$ cat src/rtl/counter_sequencer_pkg.sv
// Shared definitions for the counter sequencer: FSM state encoding and
// count-direction constants.
package counter_sequencer_pkg;

  typedef enum logic [1:0] {
    IDLE = 2'd0,
    RUN  = 2'd1,
    DONE = 2'd2
  } state_e;

  localparam logic DIR_UP   = 1'b1;
  localparam logic DIR_DOWN = 1'b0;

endpackage

$ cat src/rtl/counter_sequencer_updown_reg.sv
// WIDTH-bit up/down state register with synchronous parallel load, step
// enable, and a registered wrap flag raised on the step that wraps q.
module updown_reg
  import counter_sequencer_pkg::*;
#(
  parameter int unsigned WIDTH = 3
) (
  input  logic             clk,
  input  logic             rst_n,
  input  logic             load,
  input  logic [WIDTH-1:0] load_val,
  input  logic             en,
  input  logic             dir,
  output logic [WIDTH-1:0] q,
  output logic             wrap
);

  logic [WIDTH-1:0] q_q, q_d;
  logic             wrap_q, wrap_d;

  // Next value: load wins over a step; wrap flags max->0 (up) or 0->max (down).
  always_comb begin
    q_d    = q_q;
    wrap_d = 1'b0;
    if (load) begin
      q_d = load_val;
    end else if (en) begin
      if (dir == DIR_UP) begin
        q_d    = q_q + WIDTH'(1);
        wrap_d = (q_q == '1);
      end else if (dir == DIR_DOWN) begin
        q_d    = q_q - WIDTH'(1);
        wrap_d = (q_q == '0);
      end
    end
  end

  // State register and wrap flag.
  always_ff @(posedge clk or negedge rst_n) begin
    if (!rst_n) begin
      q_q    <= '0;
      wrap_q <= 1'b0;
    end else begin
      q_q    <= q_d;
      wrap_q <= wrap_d;
    end
  end

  assign q    = q_q;
  assign wrap = wrap_q;

endmodule

$ cat src/rtl/counter_sequencer.sv
// Sequencer that runs the up/down state register for a commanded number of
// steps, reporting Busy while running and a one-cycle Done on completion.
module counter_sequencer
  import counter_sequencer_pkg::*;
#(
  parameter int unsigned WIDTH  = 3,
  parameter int unsigned STEP_W = 4
) (
  input  logic              Clk,
  input  logic              Reset_n,
  input  logic              Start,
  input  logic              C,
  input  logic [STEP_W-1:0] Steps,
  input  logic              Hold,
  input  logic              Load,
  input  logic [WIDTH-1:0]  LoadVal,
  output logic [WIDTH-1:0]  Q,
  output logic              Busy,
  output logic              Done,
  output logic              Wrap
);

  state_e            state_q, state_d;
  logic [STEP_W-1:0] rem_q, rem_d;
  logic              dir_q, dir_d;
  logic              busy_q, busy_d;
  logic              done_q, done_d;
  logic              reg_load;
  logic              reg_en;

  // Command FSM: next state, step counter, latched direction and flag outputs.
  always_comb begin
    state_d  = state_q;
    rem_d    = rem_q;
    dir_d    = dir_q;
    busy_d   = 1'b0;
    done_d   = 1'b0;
    reg_load = 1'b0;
    reg_en   = 1'b0;
    unique case (state_q)
      IDLE: begin
        if (Load) begin
          reg_load = 1'b1;
        end else if (Start) begin
          if (Steps != '0) begin
            state_d = RUN;
            rem_d   = Steps;
            dir_d   = C;
            busy_d  = 1'b1;
          end else begin
            state_d = DONE;
            done_d  = 1'b1;
          end
        end
      end
      RUN: begin
        busy_d = 1'b1;
        if (!Hold) begin
          reg_en = 1'b1;
          rem_d  = rem_q - STEP_W'(1);
          if (rem_q == STEP_W'(1)) begin
            state_d = DONE;
            busy_d  = 1'b0;
            done_d  = 1'b1;
          end
        end
      end
      DONE: begin
        state_d = IDLE;
      end
      default: begin
        state_d = IDLE;
      end
    endcase
  end

  // FSM and output registers; reset aborts any command without a Done pulse.
  always_ff @(posedge Clk or negedge Reset_n) begin
    if (!Reset_n) begin
      state_q <= IDLE;
      rem_q   <= '0;
      dir_q   <= DIR_DOWN;
      busy_q  <= 1'b0;
      done_q  <= 1'b0;
    end else begin
      state_q <= state_d;
      rem_q   <= rem_d;
      dir_q   <= dir_d;
      busy_q  <= busy_d;
      done_q  <= done_d;
    end
  end

  updown_reg #(
    .WIDTH (WIDTH)
  ) u_updown_reg (
    .clk      (Clk),
    .rst_n    (Reset_n),
    .load     (reg_load),
    .load_val (LoadVal),
    .en       (reg_en),
    .dir      (dir_q),
    .q        (Q),
    .wrap     (Wrap)
  );

  assign Busy = busy_q;
  assign Done = done_q;

endmodule
$ cat config.mk
export PLATFORM = sky130hd
export DESIGN_NAME = counter_sequencer
export DESIGN_NICKNAME = d
export VERILOG_FILES = /design/src/rtl/counter_sequencer_pkg.sv /design/src/rtl/counter_sequencer_updown_reg.sv /design/src/rtl/counter_sequencer.sv
export SDC_FILE = /design/constraint.sdc
export NUM_CORES = 1
export LEC_CHECK = 0
export ABC_AREA = 1
export BUFFER_PORTS_ARGS = -buffer_cell sky130_fd_sc_hd__buf_2
export CAP_MARGIN = 25
export CORE_MARGIN = 1
export CORE_UTILIZATION = 25
export DETAILED_ROUTE_END_ITERATION = 8
export SLEW_MARGIN = 20
export SYNTH_ARGS = -nofsm -noshare
export SYNTH_HDL_FRONTEND = slang
export SYNTH_SLANG_ARGS = --single-unit
$ cat constraint.sdc
create_clock -name Clk -period 1.4 [get_ports Clk]
set_input_delay 0.42 -clock Clk [delete_from_list [all_inputs] [get_ports Clk]]
set_output_delay 0.42 -clock Clk [all_outputs]
set_load 0.01 [all_outputs]
Word-level counts from Yosys, hierarchy flattened --
Index checks and enable logic that the tools add are counted.
Storage, ports and cells: bits in registers 13, latch bits 0, memory bits (writable) 0, ROM bits 0, input bits 13, output and inout port bits 6, word-level logic and storage cells 60, memories 0
Cells by class: add/subtract/negate cells 3, multipliers 0, divide/modulo/power cells 0, order comparisons 0, equal/unequal tests 8, shift operators 0, muxes and demuxes 33, bitwise gates (word level) 1, reductions and logical operators 8
Operator list (count):
- 2-to-1 mux 1 bit | 17
- 2-to-1 mux 4 bit | 4
- 2-to-1 mux 2 bit | 5
- inequality test 2 bit, second input constant | 5
- 2-to-1 mux 3 bit | 3
- one-hot mux 4 bit (2 select lines) | 1
- AND reduction 4 bit | 2
- AND reduction 5 bit | 1
- equality test 4 x 1 -> 1 bit, second input constant | 1
- one-hot mux 1 bit (2 select lines) | 2
- one-hot mux 2 bit (2 select lines) | 1
- nonzero test 2 bit | 2
- nonzero test 4 bit | 1
- subtractor 4 x 1 -> 4 bit, second input constant | 1
- adder 3 x 1 -> 3 bit, second input constant | 1
- equality test 3 bit, second input constant | 1
- logical NOT 3 bit | 1
- subtractor 3 x 1 -> 3 bit, second input constant | 1
- equality test 2 x 1 -> 1 bit, second input constant | 1
- logical NOT 2 bit | 1
- inverter 1 bit | 1

Longest topological paths before layout --
depth in word-level cells 5, mapped depth 9, depth with buffers taken out 9

By module --
A second synthesis with hierarchy kept.
Unflattened totals: cells, all modules 109, area total of the unflattened synthesis 778.2 µm²
By module, submodules not included:
- counter_sequencer | instances 1, cells an instance 77, area each 541.8 µm², sequential area each 225.2 µm²
- updown_reg | instances 1, cells an instance 32, area each 236.5 µm², sequential area each 100.1 µm²

Least setup slack after synthesis --
Ideal clock, no wire load.
path kind register to register, start point reg u_updown_reg.q_q[0], in the netlist u_updown_reg.q[0], end point reg u_updown_reg.q_q[2], in the netlist u_updown_reg.q[2], setup time 0.130 ns, arrival time 1.116 ns, required time 1.270 ns, path slack 0.153 ns, stages on the path, launching flop included 6, path buffers 0, period minus slack after synthesis 1.247 ns, cell sequence dfrtp_1 -> fa_1 -> inv_1 -> nand2_1 -> nand3_1 -> o211ai_1
On the way: word-level cells in the longest chain between the ends 4, elaborated cells on any way between the ends 5, those cells by class 2 x add/sub; 3 x mux
Ends and longest elaborated chain:
- from (decl) | line counter_sequencer_updown_reg.sv:18 | logic [WIDTH-1:0] q_q, q_d;
- from (signal assigned) | line counter_sequencer_updown_reg.sv:44 | q_q <= q_d;
- subtractor 3 x 1 -> 3 bit / adder 3 x 1 -> 3 bit (equally long branches) | line counter_sequencer_updown_reg.sv:32, counter_sequencer_updown_reg.sv:29
- 2-to-1 mux 3 bit * | line counter_sequencer_updown_reg.sv:28 | if (dir == DIR_UP) begin
- 2-to-1 mux 3 bit * | line counter_sequencer_updown_reg.sv:27 | end else if (en) begin
- 2-to-1 mux 3 bit * | line counter_sequencer_updown_reg.sv:25 | if (load) begin
Every way passes the cells marked *; elsewhere a longest branch is shown, timed or not. The select of a mux whose other input is x is not followed. A chain may end at the register's enable or synchronous reset.

Worst setup path in the final report --
start point reg u_updown_reg.q_q[0], in the netlist u_updown_reg.q[0], end point out Q[0]
RTL lines:
- to (decl) | line counter_sequencer.sv:17 | output logic [WIDTH-1:0] Q,
No word-level cell between the ends.

==> results.md <==
- Outcome: finished, violations left
- Failing checks: DRC
- Final period util: 0.963
- Routing usage on met2: 0.207
- Antenna Nets Post-Route: 0
- Setup CP Type: reg2out
- Slew @ Worst Pin: 0.299 ns
- Max H-tree Level: 1
- Critical Path Most Common Cell: buf_6
- Tot GR Track Use: 0.115
- Post-synth top cells: nand2_1 (37), dfrtp_1 (13), inv_1 (11)
- Critical path endpoint category: primary output
- Clk_lat worst skew: 0.28 ns
- Cell Pwr Density: 2080 nW/µm²
- Post-synth EDFFs: 0
- CTS tree: yes
- Post-DR wirelength/cell: 10.4 µm
- First-pass GRT wire length: 2870 µm
- Sequential-to-total area share from yosys stat: 0.428
- Count of input and output buffers: 18
- Top cells by area, synth: dfrtp_1 (43%), nand2_1 (18%), nand3_1 (6.6%), inv_1 (5.4%), nand2_4 (4.4%)
- Compound-Gate Fraction of Synth Area: 0.0641
- Crit-path leading delay family: flip-flops
- Unrepaired setup endpoints after global routing: false
- LEAKAGE: 0.000514 µW
- Placement Rows: 19
- Drt pass-1 iters: 6
- Post-Syn Area: 761 µm²
- Async set-or-reset flop fraction in the synthesized netlist: 1.00
- Syn Nets: 116
- Peak VDD IR: 0.488 mV
- Vias: 706
- Startpoint class of the critical path: register
- Setup TNS: 0 ns
- CP arrival: 0.93 ns
- Unique masters post-synth: 19
- Crit path max-delay cell type: dfrtp_1
- Synth Flop Type: dfrtp_1
- Max Root-Sink Buffers: 2
- Post-layout util: 0.333
- Post-Synth Adder-Cell Area: 0.0592
- Share of layout cells above drive strength 1: 0.266
- Post-DP HPWL: 1270 µm
- Root Driver: clkbuf_4
- Final hold vios: 0
- Worst EP required: 0.98 ns
- Largest area contributor in the netlist: dfrtp_1
- I/O pin count: 19
- Met1 Use GR: 0.132
- Largest net degree at the start of global routing: 14
- FF+latch count, synth: 13
- Worst hold slack: 0.0138 ns
- CP bufs+invs: 2
- Post-synth top area share: 0.428
- Critical Path Max Stage Delay: 0.40 ns
- Mean Syn Cell Area: 7.61 µm²
- CTS clk-pin slew, worst paths: 0.08 ns
- Antenna violations before repair: 0
- Layout net count: 141
- Via density: 4.55
- Critical Path, Cell by Cell: buf_6 -> buf_6
- Num CTS Buffers: 3
- RD Place Congestion: 0.742
- Hold_buf cts: 0
- Total die area: 3270 µm²
- Mux cell area share after synthesis: 0
- Post-Synth XOR/XNOR Area: 0
- Fillers: 304
- Clk_skew: 0.00401 ns
- Height of the die: 57.2 µm
- Slew margin rel.: 0.801
- Vias in the first global route: 676
- Total power: 1970 µW
- Endpoints failing setup: 0
- Core area: 2830 µm²
- Overflow after GRT: 0
- Routed WL: 1620 µm
- Die Wd: 57.2 µm
- Max Freq: 0.742 GHz
- Antenna Cells: 0
- Largest family of logic cells by synthesized area: simple AND/OR/NAND/NOR gates
- CP Max Fanout: 5
- Iter 0 DRT Violations: 23
- GRT busiest layer: met2
- Simple-gate area share of the yosys netlist: 0.378
- # DRC: 3
- Cells after Synth: 100
- Tmin final: 1.35 ns
- Area Growth Syn to Fin: 24.0%
- Cell with the most instances after synthesis: nand2_1
- Slew Viols, Final: 0
- Met3 Use GR: 0.0340
- Number of max-cap violations: 0
- Yosys warns: 0
- Clock Sinks: 13
- Initial core utilization: 0.269
- HP Class: in2async
-- sequential cells by signal, summed over array words and instances, names as in the netlist --
register / count
u_updown_reg.wrap: 1
u_updown_reg.q: 3
dir_q: 1
state_q: 2
Busy: 1
Done: 1
rem_q: 4
-- worst register-to-register path, cell delays in order (launching register included) --
cell and delay (ns):
dfrtp_1 0.40, buf_4 0.15, fa_2 0.38, inv_1 0.06
nand2_1 0.05, nand3_1 0.06, o211ai_1 0.08
-- power by group --
part / total (µW) / switching, µW / internal (µW) / leakage (µW)
sequential: 676 / 140 / 535 / 0.000162
combinational: 1050 / 616 / 436 / 0.000337
clock: 238 / 128 / 110 / 0.0000150
-- cells by family (layout without fill, tap and decap cells) --
group	count (synthesis)	count (layout)
buf+inv	13	37
simple gates	63	63
fa+ha+maj	3	3
flops	13	13
compound gates	8	8
-- metrics by stage --
step                      std cells  setup WS, ns  instance area [µm²]
after floorplan                 100         0.153                  761
after global placement          150         0.163                  897
after detailed placement        150         0.130                  897
after CTS                       155        0.0271                  931
after global routing            155       0.00812                  943
final                           155        0.0523                  943
-- metal layers --
metal,part of all wire,routed length (µm)
met5,0,0
met4,0,0
met3,0.054,87
met2,0.48,783
met1,0.46,747
-- area by class of cell --
cell class              instances  area (µm²)  share of cell area
multi-input cells              74         384               0.407
repair buffers                 20         115               0.122
well taps                      31        38.8              0.0411
inverters                      13        53.8              0.0570
flip-flops and latches         13         325               0.345
clock buffers                   4        26.3              0.0279
-- placed cells by master (no fill, tap or decap), drive strengths merged --
| cell type | count |
|---|---|
| o21ai | 3 |
| o22ai | 2 |
| o2bb2ai | 1 |
| nand4 | 1 |
| a21oi | 1 |
| fa | 1 |
| or2 | 1 |
| o211ai | 1 |
| nand2 | 41 |
| nor2 | 9 |
| buf | 20 |
| ha | 2 |
| clkbuf | 4 |
| inv | 13 |
| nand3 | 11 |
| dfrtp | 13 |
-- what timing repair did --
action                     CTS  global route
setup buffers                1             0
resized for setup            0             3
setup endpoints to repair    1             2
hold endpoints to repair     0             0
-- worst paths after layout --
kind,startpoint,to,slack (ns),cells after the start
setup / recovery,u_updown_reg.q[0],Q[0],0.05,2
hold / removal,Reset_n,rem_q[0],0.01,1
setup reg to reg,u_updown_reg.q[0],u_updown_reg.q[2],0.09,6
max in group asynchronous,Reset_n,u_updown_reg.q[2],1.16,1
min in group Clk,LoadVal[1],u_updown_reg.q[1],0.36,3
hold reg to reg,rem_q[1],rem_q[1],0.52,2
(Power assumes the default switching activity.)
